[src/rtl/ram_2r_w_ctl_pkg.sv]
// ----------------------------------------------------------------------------
// ram_2r_w_ctl_pkg
// Shared declarations for the 2-read/1-write RAM broadcast-FIFO controller:
//   - wr_state_t : write-side FSM states (W_IDLE, W_COMMIT)
//   - clog2      : constant function used to size pointers
//   - ptr_t      : pointer type for the default 8-entry configuration
// No ports (package).
// ----------------------------------------------------------------------------
package ram_2r_w_ctl_pkg;

    typedef enum logic {
        W_IDLE   = 1'b0,
        W_COMMIT = 1'b1
    } wr_state_t;

    // Smallest r with 2**r >= value.
    function automatic int clog2(input int value);
        int r;
        r = 0;
        for (int i = 0; i < 31; i++) begin
            if ((1 << i) < value) begin
                r = i + 1;
            end
        end
        return r;
    endfunction

    localparam int DEFAULT_DEPTH = 8;
    // One extra bit beyond the address distinguishes full from empty.
    localparam int PTR_WIDTH     = clog2(DEFAULT_DEPTH) + 1;

    typedef logic [PTR_WIDTH-1:0] ptr_t;

endpackage

[src/rtl/ram_2r_w_rdport.sv]
// ----------------------------------------------------------------------------
// ram_2r_w_rdport
// One reader of the broadcast FIFO. Owns the reader pointer, generates the
// output valid, presents the async RAM read data, and reports whether this
// reader is holding the FIFO full.
// Optional build macro: RAM_2R_W_CTL_LEVEL_EN adds the 'level' output
// (committed words still pending for this reader).
// Ports:
//   clk, rst, flush     clock, sync active-high reset, pointer clear
//   wr_ptr, cm_ptr      accept and committed pointers from the write side
//   valid/ready/data    reader stream
//   ram_addr, ram_data  RAM read port (address out, async data in)
//   full                this reader has DEPTH unconsumed accepted words
//   level               (optional) cm_ptr - rd_ptr
// ----------------------------------------------------------------------------
module ram_2r_w_rdport
    import ram_2r_w_ctl_pkg::*;
#(
    parameter int DATA_WIDTH = 8,
    parameter int DEPTH      = 8,
    parameter int ADDR_WIDTH = 3
) (
    input  logic                  clk,
    input  logic                  rst,
    input  logic                  flush,
    input  logic [ADDR_WIDTH:0]   wr_ptr,
    input  logic [ADDR_WIDTH:0]   cm_ptr,
    output logic                  valid,
    input  logic                  ready,
    output logic [DATA_WIDTH-1:0] data,
    output logic [ADDR_WIDTH-1:0] ram_addr,
    input  logic [DATA_WIDTH-1:0] ram_data,
    output logic                  full
`ifdef RAM_2R_W_CTL_LEVEL_EN
    ,
    output logic [ADDR_WIDTH:0]   level
`endif
);

    localparam logic [ADDR_WIDTH:0] PTR_ONE = (ADDR_WIDTH + 1)'(1);
    localparam logic [ADDR_WIDTH:0] DEPTH_P = (ADDR_WIDTH + 1)'(DEPTH);

    logic [ADDR_WIDTH:0] rd_ptr;
    logic [ADDR_WIDTH:0] cnt;

    always_ff @(posedge clk) begin
        if (rst || flush) begin
            rd_ptr <= '0;
        end else if (valid && ready) begin
            rd_ptr <= rd_ptr + PTR_ONE;
        end
    end

    // Only committed words are visible, so the reader never sees a slot that
    // is still being written.
    assign valid    = (rd_ptr != cm_ptr);
    assign data     = ram_data;
    assign ram_addr = rd_ptr[ADDR_WIDTH-1:0];

    // Occupancy counts against the accept pointer so a staged (not yet
    // committed) word already reserves its slot.
    assign cnt  = wr_ptr - rd_ptr;
    assign full = (cnt == DEPTH_P);

`ifdef RAM_2R_W_CTL_LEVEL_EN
    assign level = cm_ptr - rd_ptr;
`endif

endmodule

[src/rtl/ram_2r_w_ctl.sv]
// ----------------------------------------------------------------------------
// ram_2r_w_ctl
// Controller that turns an external 2-read/1-write latch RAM into a
// broadcast FIFO: one valid/ready producer stream, two independent
// valid/ready consumer streams that each see every word in order. A slot is
// reused only after both readers have consumed it.
// Optional build macro: RAM_2R_W_CTL_LEVEL_EN adds level1/level2 outputs.
// Ports:
//   clk, rst            clock, synchronous active-high reset
//   flush               drop all entries, clear all pointers
//   in_valid/in_ready/in_data         producer stream
//   out1_valid/out1_ready/out1_data   reader 1 stream
//   out2_valid/out2_ready/out2_data   reader 2 stream
//   ram_rst_n           RAM reset (~rst)
//   ram_cs_n, ram_wr_n  RAM write strobe (active low)
//   ram_wr_addr, ram_data_in          RAM write address/data
//   ram_rd1_addr/ram_rd1_data         RAM read port 1
//   ram_rd2_addr/ram_rd2_data         RAM read port 2
//   level1, level2      (optional) committed words pending per reader
// ----------------------------------------------------------------------------
module ram_2r_w_ctl
    import ram_2r_w_ctl_pkg::*;
#(
    parameter int DATA_WIDTH = 8,
    parameter int DEPTH      = 8,
    parameter int ADDR_WIDTH = 3
) (
    input  logic                  clk,
    input  logic                  rst,
    input  logic                  flush,
    input  logic                  in_valid,
    output logic                  in_ready,
    input  logic [DATA_WIDTH-1:0] in_data,
    output logic                  out1_valid,
    input  logic                  out1_ready,
    output logic [DATA_WIDTH-1:0] out1_data,
    output logic                  out2_valid,
    input  logic                  out2_ready,
    output logic [DATA_WIDTH-1:0] out2_data,
    output logic                  ram_rst_n,
    output logic                  ram_cs_n,
    output logic                  ram_wr_n,
    output logic [ADDR_WIDTH-1:0] ram_wr_addr,
    output logic [ADDR_WIDTH-1:0] ram_rd1_addr,
    output logic [ADDR_WIDTH-1:0] ram_rd2_addr,
    output logic [DATA_WIDTH-1:0] ram_data_in,
    input  logic [DATA_WIDTH-1:0] ram_rd1_data,
    input  logic [DATA_WIDTH-1:0] ram_rd2_data
`ifdef RAM_2R_W_CTL_LEVEL_EN
    ,
    output logic [ADDR_WIDTH:0]   level1,
    output logic [ADDR_WIDTH:0]   level2
`endif
);

    if (clog2(DEPTH) != ADDR_WIDTH) begin : g_bad_cfg
        $error("ram_2r_w_ctl: ADDR_WIDTH must equal log2(DEPTH)");
    end

    localparam logic [ADDR_WIDTH:0] PTR_ONE = (ADDR_WIDTH + 1)'(1);

    wr_state_t             state;
    wr_state_t             state_nxt;
    logic [ADDR_WIDTH:0]   wr_ptr;
    logic [ADDR_WIDTH:0]   cm_ptr;
    logic [DATA_WIDTH-1:0] stage_data;
    logic [ADDR_WIDTH-1:0] stage_addr;
    logic                  rst_q;
    logic                  full1;
    logic                  full2;
    logic                  accept;
    logic                  commit;

    // rst_q holds in_ready low for one extra cycle after reset releases.
    always_ff @(posedge clk) begin
        rst_q <= rst;
    end

    assign in_ready = ~(full1 | full2) & ~flush & ~rst & ~rst_q;
    assign accept   = in_valid & in_ready;

    always_ff @(posedge clk) begin
        if (rst || flush) begin
            state <= W_IDLE;
        end else begin
            state <= state_nxt;
        end
    end

    // commit is gated by flush/rst so a pending write is dropped without
    // ever strobing the RAM in that cycle.
    always_comb begin
        state_nxt = W_IDLE;
        commit    = 1'b0;
        case (state)
            W_IDLE: begin
                if (accept) begin
                    state_nxt = W_COMMIT;
                end
            end
            W_COMMIT: begin
                commit = ~flush & ~rst;
                if (accept) begin
                    state_nxt = W_COMMIT;
                end
            end
            default: begin
                state_nxt = W_IDLE;
            end
        endcase
    end

    always_ff @(posedge clk) begin
        if (rst || flush) begin
            wr_ptr <= '0;
            cm_ptr <= '0;
        end else begin
            if (accept) begin
                wr_ptr <= wr_ptr + PTR_ONE;
            end
            if (commit) begin
                cm_ptr <= cm_ptr + PTR_ONE;
            end
        end
    end

    always_ff @(posedge clk) begin
        if (rst) begin
            stage_data <= '0;
            stage_addr <= '0;
        end else if (accept) begin
            stage_data <= in_data;
            stage_addr <= wr_ptr[ADDR_WIDTH-1:0];
        end
    end

    assign ram_rst_n   = ~rst;
    assign ram_cs_n    = ~commit;
    assign ram_wr_n    = ~commit;
    assign ram_wr_addr = stage_addr;
    assign ram_data_in = stage_data;

    ram_2r_w_rdport #(
        .DATA_WIDTH (DATA_WIDTH),
        .DEPTH      (DEPTH),
        .ADDR_WIDTH (ADDR_WIDTH)
    ) u_rd1 (
        .clk      (clk),
        .rst      (rst),
        .flush    (flush),
        .wr_ptr   (wr_ptr),
        .cm_ptr   (cm_ptr),
        .valid    (out1_valid),
        .ready    (out1_ready),
        .data     (out1_data),
        .ram_addr (ram_rd1_addr),
        .ram_data (ram_rd1_data),
        .full     (full1)
`ifdef RAM_2R_W_CTL_LEVEL_EN
        ,
        .level    (level1)
`endif
    );

    ram_2r_w_rdport #(
        .DATA_WIDTH (DATA_WIDTH),
        .DEPTH      (DEPTH),
        .ADDR_WIDTH (ADDR_WIDTH)
    ) u_rd2 (
        .clk      (clk),
        .rst      (rst),
        .flush    (flush),
        .wr_ptr   (wr_ptr),
        .cm_ptr   (cm_ptr),
        .valid    (out2_valid),
        .ready    (out2_ready),
        .data     (out2_data),
        .ram_addr (ram_rd2_addr),
        .ram_data (ram_rd2_data),
        .full     (full2)
`ifdef RAM_2R_W_CTL_LEVEL_EN
        ,
        .level    (level2)
`endif
    );

endmodule
[config.mk]
export PLATFORM = sky130hd
export DESIGN_NAME = ram_2r_w_ctl
export DESIGN_NICKNAME = d
export VERILOG_FILES = /design/src/rtl/ram_2r_w_ctl_pkg.sv /design/src/rtl/ram_2r_w_rdport.sv /design/src/rtl/ram_2r_w_ctl.sv
export SDC_FILE = /design/constraint.sdc
export NUM_CORES = 1
export LEC_CHECK = 0
export BUFFER_PORTS_ARGS = -buffer_cell sky130_fd_sc_hd__buf_4
export CORE_MARGIN = 2
export CORE_UTILIZATION = 54
export CTS_BUF_LIST = sky130_fd_sc_hd__clkbuf_4
export CTS_CLUSTER_SIZE = 40
export DETAILED_ROUTE_END_ITERATION = 8
export GPL_TIMING_DRIVEN = 0
export PLACE_DENSITY = 0.88
export SYNTH_ARGS = -nofsm -noshare
export SYNTH_HDL_FRONTEND = slang
export SYNTH_SLANG_ARGS = --single-unit
[constraint.sdc]
create_clock -name clk -period 3.8 [get_ports clk]
set_input_delay 0.76 -clock clk [delete_from_list [all_inputs] [get_ports clk]]
set_output_delay 0.76 -clock clk [all_outputs]
set_load 0.01 [all_outputs]
After elaboration in Yosys (flattened, before gate mapping)

Cells that the tools add are included.

Bitwise gates (word level): 11
Div/mod/pow operators: 0
Reductions and logical operators: 3
Multipliers: 0
Shift operators: 0
Add/sub/neg operators: 6
$lt $le $gt $ge: 0
Eq/ne operators: 4
Muxes and demuxes: 2

Operator list:

| operator                                     | count |
|---|---|
| adder 4 x 1 -> 4 bit (second input constant) | 4 |
| equality test 4 bit (second input constant)  | 2 |
| != test 4 bit                                | 2 |
| subtractor 4 bit                             | 2 |
| bitwise AND 1 bit                            | 5 |
| NOT 1 bit                                    | 5 |
| logical AND 1 bit                            | 2 |
| two-way mux 1 bit                            | 2 |
| logical OR 1 bit                             | 1 |
| bitwise OR 1 bit                             | 1 |

Word-level logic and storage cells: 34
Input port bits: 30
RAM bits: 0
Register bits after elaboration: 29
Output and inout bits: 39
Memory bits (read-only): 0
Memories kept: 0
Bits in latches: 0

Depth between registers and ports, before layout

Word-level depth: 9
Gate-level depth with buffers: 8

By module

From an unflattened synthesis, not the netlist that was laid out.

Cells, all modules: 193
Area, all modules: 1660.3 sq um

Modules (own cells, without submodules):

| module          | times used | area each (sq um) | cells an instance | seq. area each (sq um) |
|---|---|---|---|---|
| ram_2r_w_rdport | 2          | 415.4             | 49                | 80.1 |
| ram_2r_w_ctl    | 1          | 829.5             | 95                | 420.4 |

Worst setup path before layout

Ideal clock, no wire load.

Path kind: flip-flop to output port
From: register u_rd1.rd_ptr[1]
To: output in_ready
Path slack: 1255 ps
Stages on the path, launching flop included: 8
Buffers on the path: 0
Arrival time: 1785 ps
Cell sequence: dfxtp_1 > inv_1 > ha_1 > nor2b_1 > o211a_1 > a211oi_4 > o21ai_0 > nor3_1

Longest elaborated chain between the ends: 7

RTL lines:

| item                            | line                  | text |
|---|---|---|
| start: declaration              | ram_2r_w_rdport.sv:43 | `logic [ADDR_WIDTH:0] rd_ptr;` |
| start signal: assignment        | ram_2r_w_rdport.sv:50 | `rd_ptr <= rd_ptr + PTR_ONE;` |
| subtractor 4 bit                | ram_2r_w_rdport.sv:62 | `assign cnt = wr_ptr - rd_ptr;` |
| equality test 4 bit             | ram_2r_w_rdport.sv:63 | `assign full = (cnt == DEPTH_P);` |
| bitwise OR 1 bit                | ram_2r_w_ctl.sv:79    | `assign in_ready = ~(full1 \| full2) & ~flush & ~rst & ~rst_q;` |
| NOT 1 bit                       | ram_2r_w_ctl.sv:79    |  |
| bitwise AND 1 bit (3 in series) | ram_2r_w_ctl.sv:79    |  |
| end: declaration                | ram_2r_w_ctl.sv:32    | `output logic in_ready,` |

No other way between the ends.

Final worst setup path

Ends and elaborated chain as after synthesis.

==> flow_summary.toml <==
[sta]
fmax_ghz = 0.324
hold_viol_final = 0
drv_slew = 0
fin_skew_ps = 5.57
setup_viol = 0
rsz0062_at_grt = "false"
period_minus_slack_ps = 3090
tns_ps = 0
worst_pin_slew_ps = 468
finalCritPeriodShare = 0.813
slew_headroom = 0.688

[logic_synthesis]
synth_top_area_share = 0.337
yosys.area_share.simple = 0.180
synth_top_family_by_area = "simple AND/OR/NAND/NOR gates"
syn-num-nets = 217
syn_inst = 177
synth-xor-area-share = 0.102
yosysSeqAreaShare = 0.337
ys_seq_elements = 29
synthDistinctLibCells = 32
synthTopCellsByArea = "dfxtp_1 (34%), buf_4 (10%), ha_1 (7.3%)"
synth.avg_cell_area_um2 = 9.74
synth_flop_cell = "dfxtp_1"
synth_common_cells = "dfxtp_1 (29), buf_4 (23), nor2_1 (14)"
syn_area_um2 = 1720
synth_edf_count = 0
synth_compound_area_frac = 0.0486
muxShareOfSynthArea = 0.125
synth.most_common_cell = "dfxtp_1"
ys_warn_count = 0
async_flop_share = 0
synthAdderAreaFrac = 0.0726
synth_top_area_cell = "dfxtp_1"

[place]
port_buffers = 52
dp_hpwl_um = 2530
gp_routability_congestion = 0.759

[final_layout]
layout-drive-gt1-share = 0.418
syn_to_final_growth_pct = 28.7
finalNetCount = 276
n_antenna_cell = 0

[drt]
first_pass_iters = 4
ant_nets = 0
wl_per_cell_um = 12.0
drc = 0
via_per_inst = 4.78
finalWirelength_um = 3370
drtIter0Drc = 24
vias = 1342

[clock_tree]
clk_path_buf_depth = 2
cts_tree = "built"
htreeDepth = 2
clock_latency_ps = 340
clkSinkCount = 29
cts-resized-gates = 0
cts_made_buffers = 5
postCtsSetupBuffers = 0
ctsHoldBuffers = 0
cts.clk_slew.worst_paths_ps = 90
root_buffer = "clkbuf_4"

[global_routing]
antenna_found_initial = 0
grt_util_all_layers = 0.196
grt-ovfl-total = 0
grt_pass1_vias = 1226
grt_pass1_wl_um = 5220
grt_max_degree = 11

[setup_path]
r2r_cells = 8
worstPathCellList = "inv_1 > ha_1 > nor2b_1 > o211a_1 > a211oi_4 > o21ai_0 > nor3_1 > buf_4"
r2r_start = "u_rd2.rd_ptr[2]$_SDFFE_PP0P_"
cp_slowest_stage_delay_ps = 450
end_kind = "primary output"
arrival_ps = 2330
cp_max_fo = 6
reg2reg_slack_ps = 1410
r2r_end = "ram_wr_addr[2]$_SDFFE_PP0P_"
crit_type = "flop to primary output"
required_ps = 3040
start_kind = "flop"
cpMaxStageDelayCell = "dfxtp_1"

[power_and_ir_drop]
power_density_nw_per_um2 = 255
ir_drop_mv = 0.185
p_total_mw = 0.567
leakage_nw = 1.10

[floorplan]
start_util = 0.565
die_h_um = 60.5
dieArea_um2 = 3660
rows = 20
ios = 69
core_um2 = 3050
die_width_um = 60.5

[worst_hold_path]
hold_end = "ram_wr_addr[0]$_SDFFE_PP0P_"
min_from = "ram_wr_addr[0]$_SDFFE_PP0P_"
hold_depth = 2
hp-class = "flop to flop"

[flow_run]
drv_cap = 0

[outcome]
status = "finished, final reports clean"
[how the worst max path moves through the flow]
stage | startpoint | end | slack [ps] | cells after the start
6_report | u_rd1.rd_ptr[1]$_SDFFE_PP0P_ | in_ready | 710 | 8
5_1_grt | u_rd1.rd_ptr[1]$_SDFFE_PP0P_ | in_ready | 580 | 8
4_1_cts | u_rd1.rd_ptr[1]$_SDFFE_PP0P_ | in_ready | 690 | 8
3_5_place_dp | u_rd1.rd_ptr[1]$_SDFFE_PP0P_ | in_ready | 1080 | 8
3_3_place_gp | u_rd1.rd_ptr[1]$_SDFFE_PP0P_ | in_ready | 1130 | 8
2_1_floorplan | u_rd1.rd_ptr[1]$_SDFFE_PP0P_ | in_ready | 1250 | 7
[cell usage in the layout (no fill, tap or decap), types with 3 or more instances in the layout]
cell type / count
clkbuf_1: 3
dfxtp_1: 29
nor2b_1: 12
and3_1: 3
ha_1: 10
clkbuf_4: 5
inv_1: 8
buf_4: 75
mux2i_1: 8
nand2_1: 11
mux2_4: 6
nor2_1: 14
mux2_2: 4
nand4_1: 3
xor2_1: 8
xnor2_1: 12
nand3_1: 4
[state kept, by name, summed over array words and instances, names as in the netlist]
register and flops:
state 1, cm_ptr 4, ram_data_in 8, u_rd1.rd_ptr 4
u_rd2.rd_ptr 4, rst_q 1, ram_wr_addr 3, wr_ptr 4
[cell type report]
cell class,instances,area [um2]
Multi-Input combinational cell,113,910
Fill cell,257,833
Sequential cell,29,581
Timing Repair Buffer,52,390
Buffer,27,204
Tap cell,44,55.1
Clock buffer,5,37.5
Inverter,8,30.0
Clock inverter,3,12.5
[worst max-delay path: cells and delay by family, from the launching register on]
family / cells / cell delay, ps
adders and majority gates: 1 / 300
and+or+nand+nor: 2 / 320
buffers and inverters: 2 / 220
DFF: 1 / 450
AOI/OAI and AO/OA: 3 / 690
[cells by family (layout without fill, tap and decap cells)]
family	Yosys count	after routing
adder cells (fa/ha/maj)	10	10
buffers and inverters	35	95
AND/OR/NAND/NOR	57	57
XOR/XNOR	20	20
AO/OA/AOI/OAI	8	8
flip-flops	29	29
multiplexers	18	18
[where the power goes]
part | switching, mW | internal (mW)
Combinational | 0.0299 | 0.0468
Sequential | 0.00354 | 0.309
Clock | 0.111 | 0.0666
[stage by stage]
step | area (um2) | utilization | hold WS (ps) | setup WS (ps) | std cells
floorplan | 1720 | - | 461 | 1250 | 177
global placement | 2170 | 0.711 | 454 | 1130 | 273
detailed placement | 2170 | 0.711 | 476 | 1080 | 273
CTS | 2220 | 0.727 | 489 | 690 | 281
global route | 2220 | 0.727 | 495 | 576 | 281
finish | 2220 | 0.727 | 478 | 711 | 281
[per-layer routing]
layer / vias up / routed length, um / track usage
met5: - / 0 / 0
met4: 0 / 91 / 0.102
met3: 9 / 282 / 0.0768
met2: 52 / 1600 / 0.318
met1: 598 / 1390 / 0.224
li1: 683 / - / -
No activity file was read; power rests on OpenSTA's default activity.
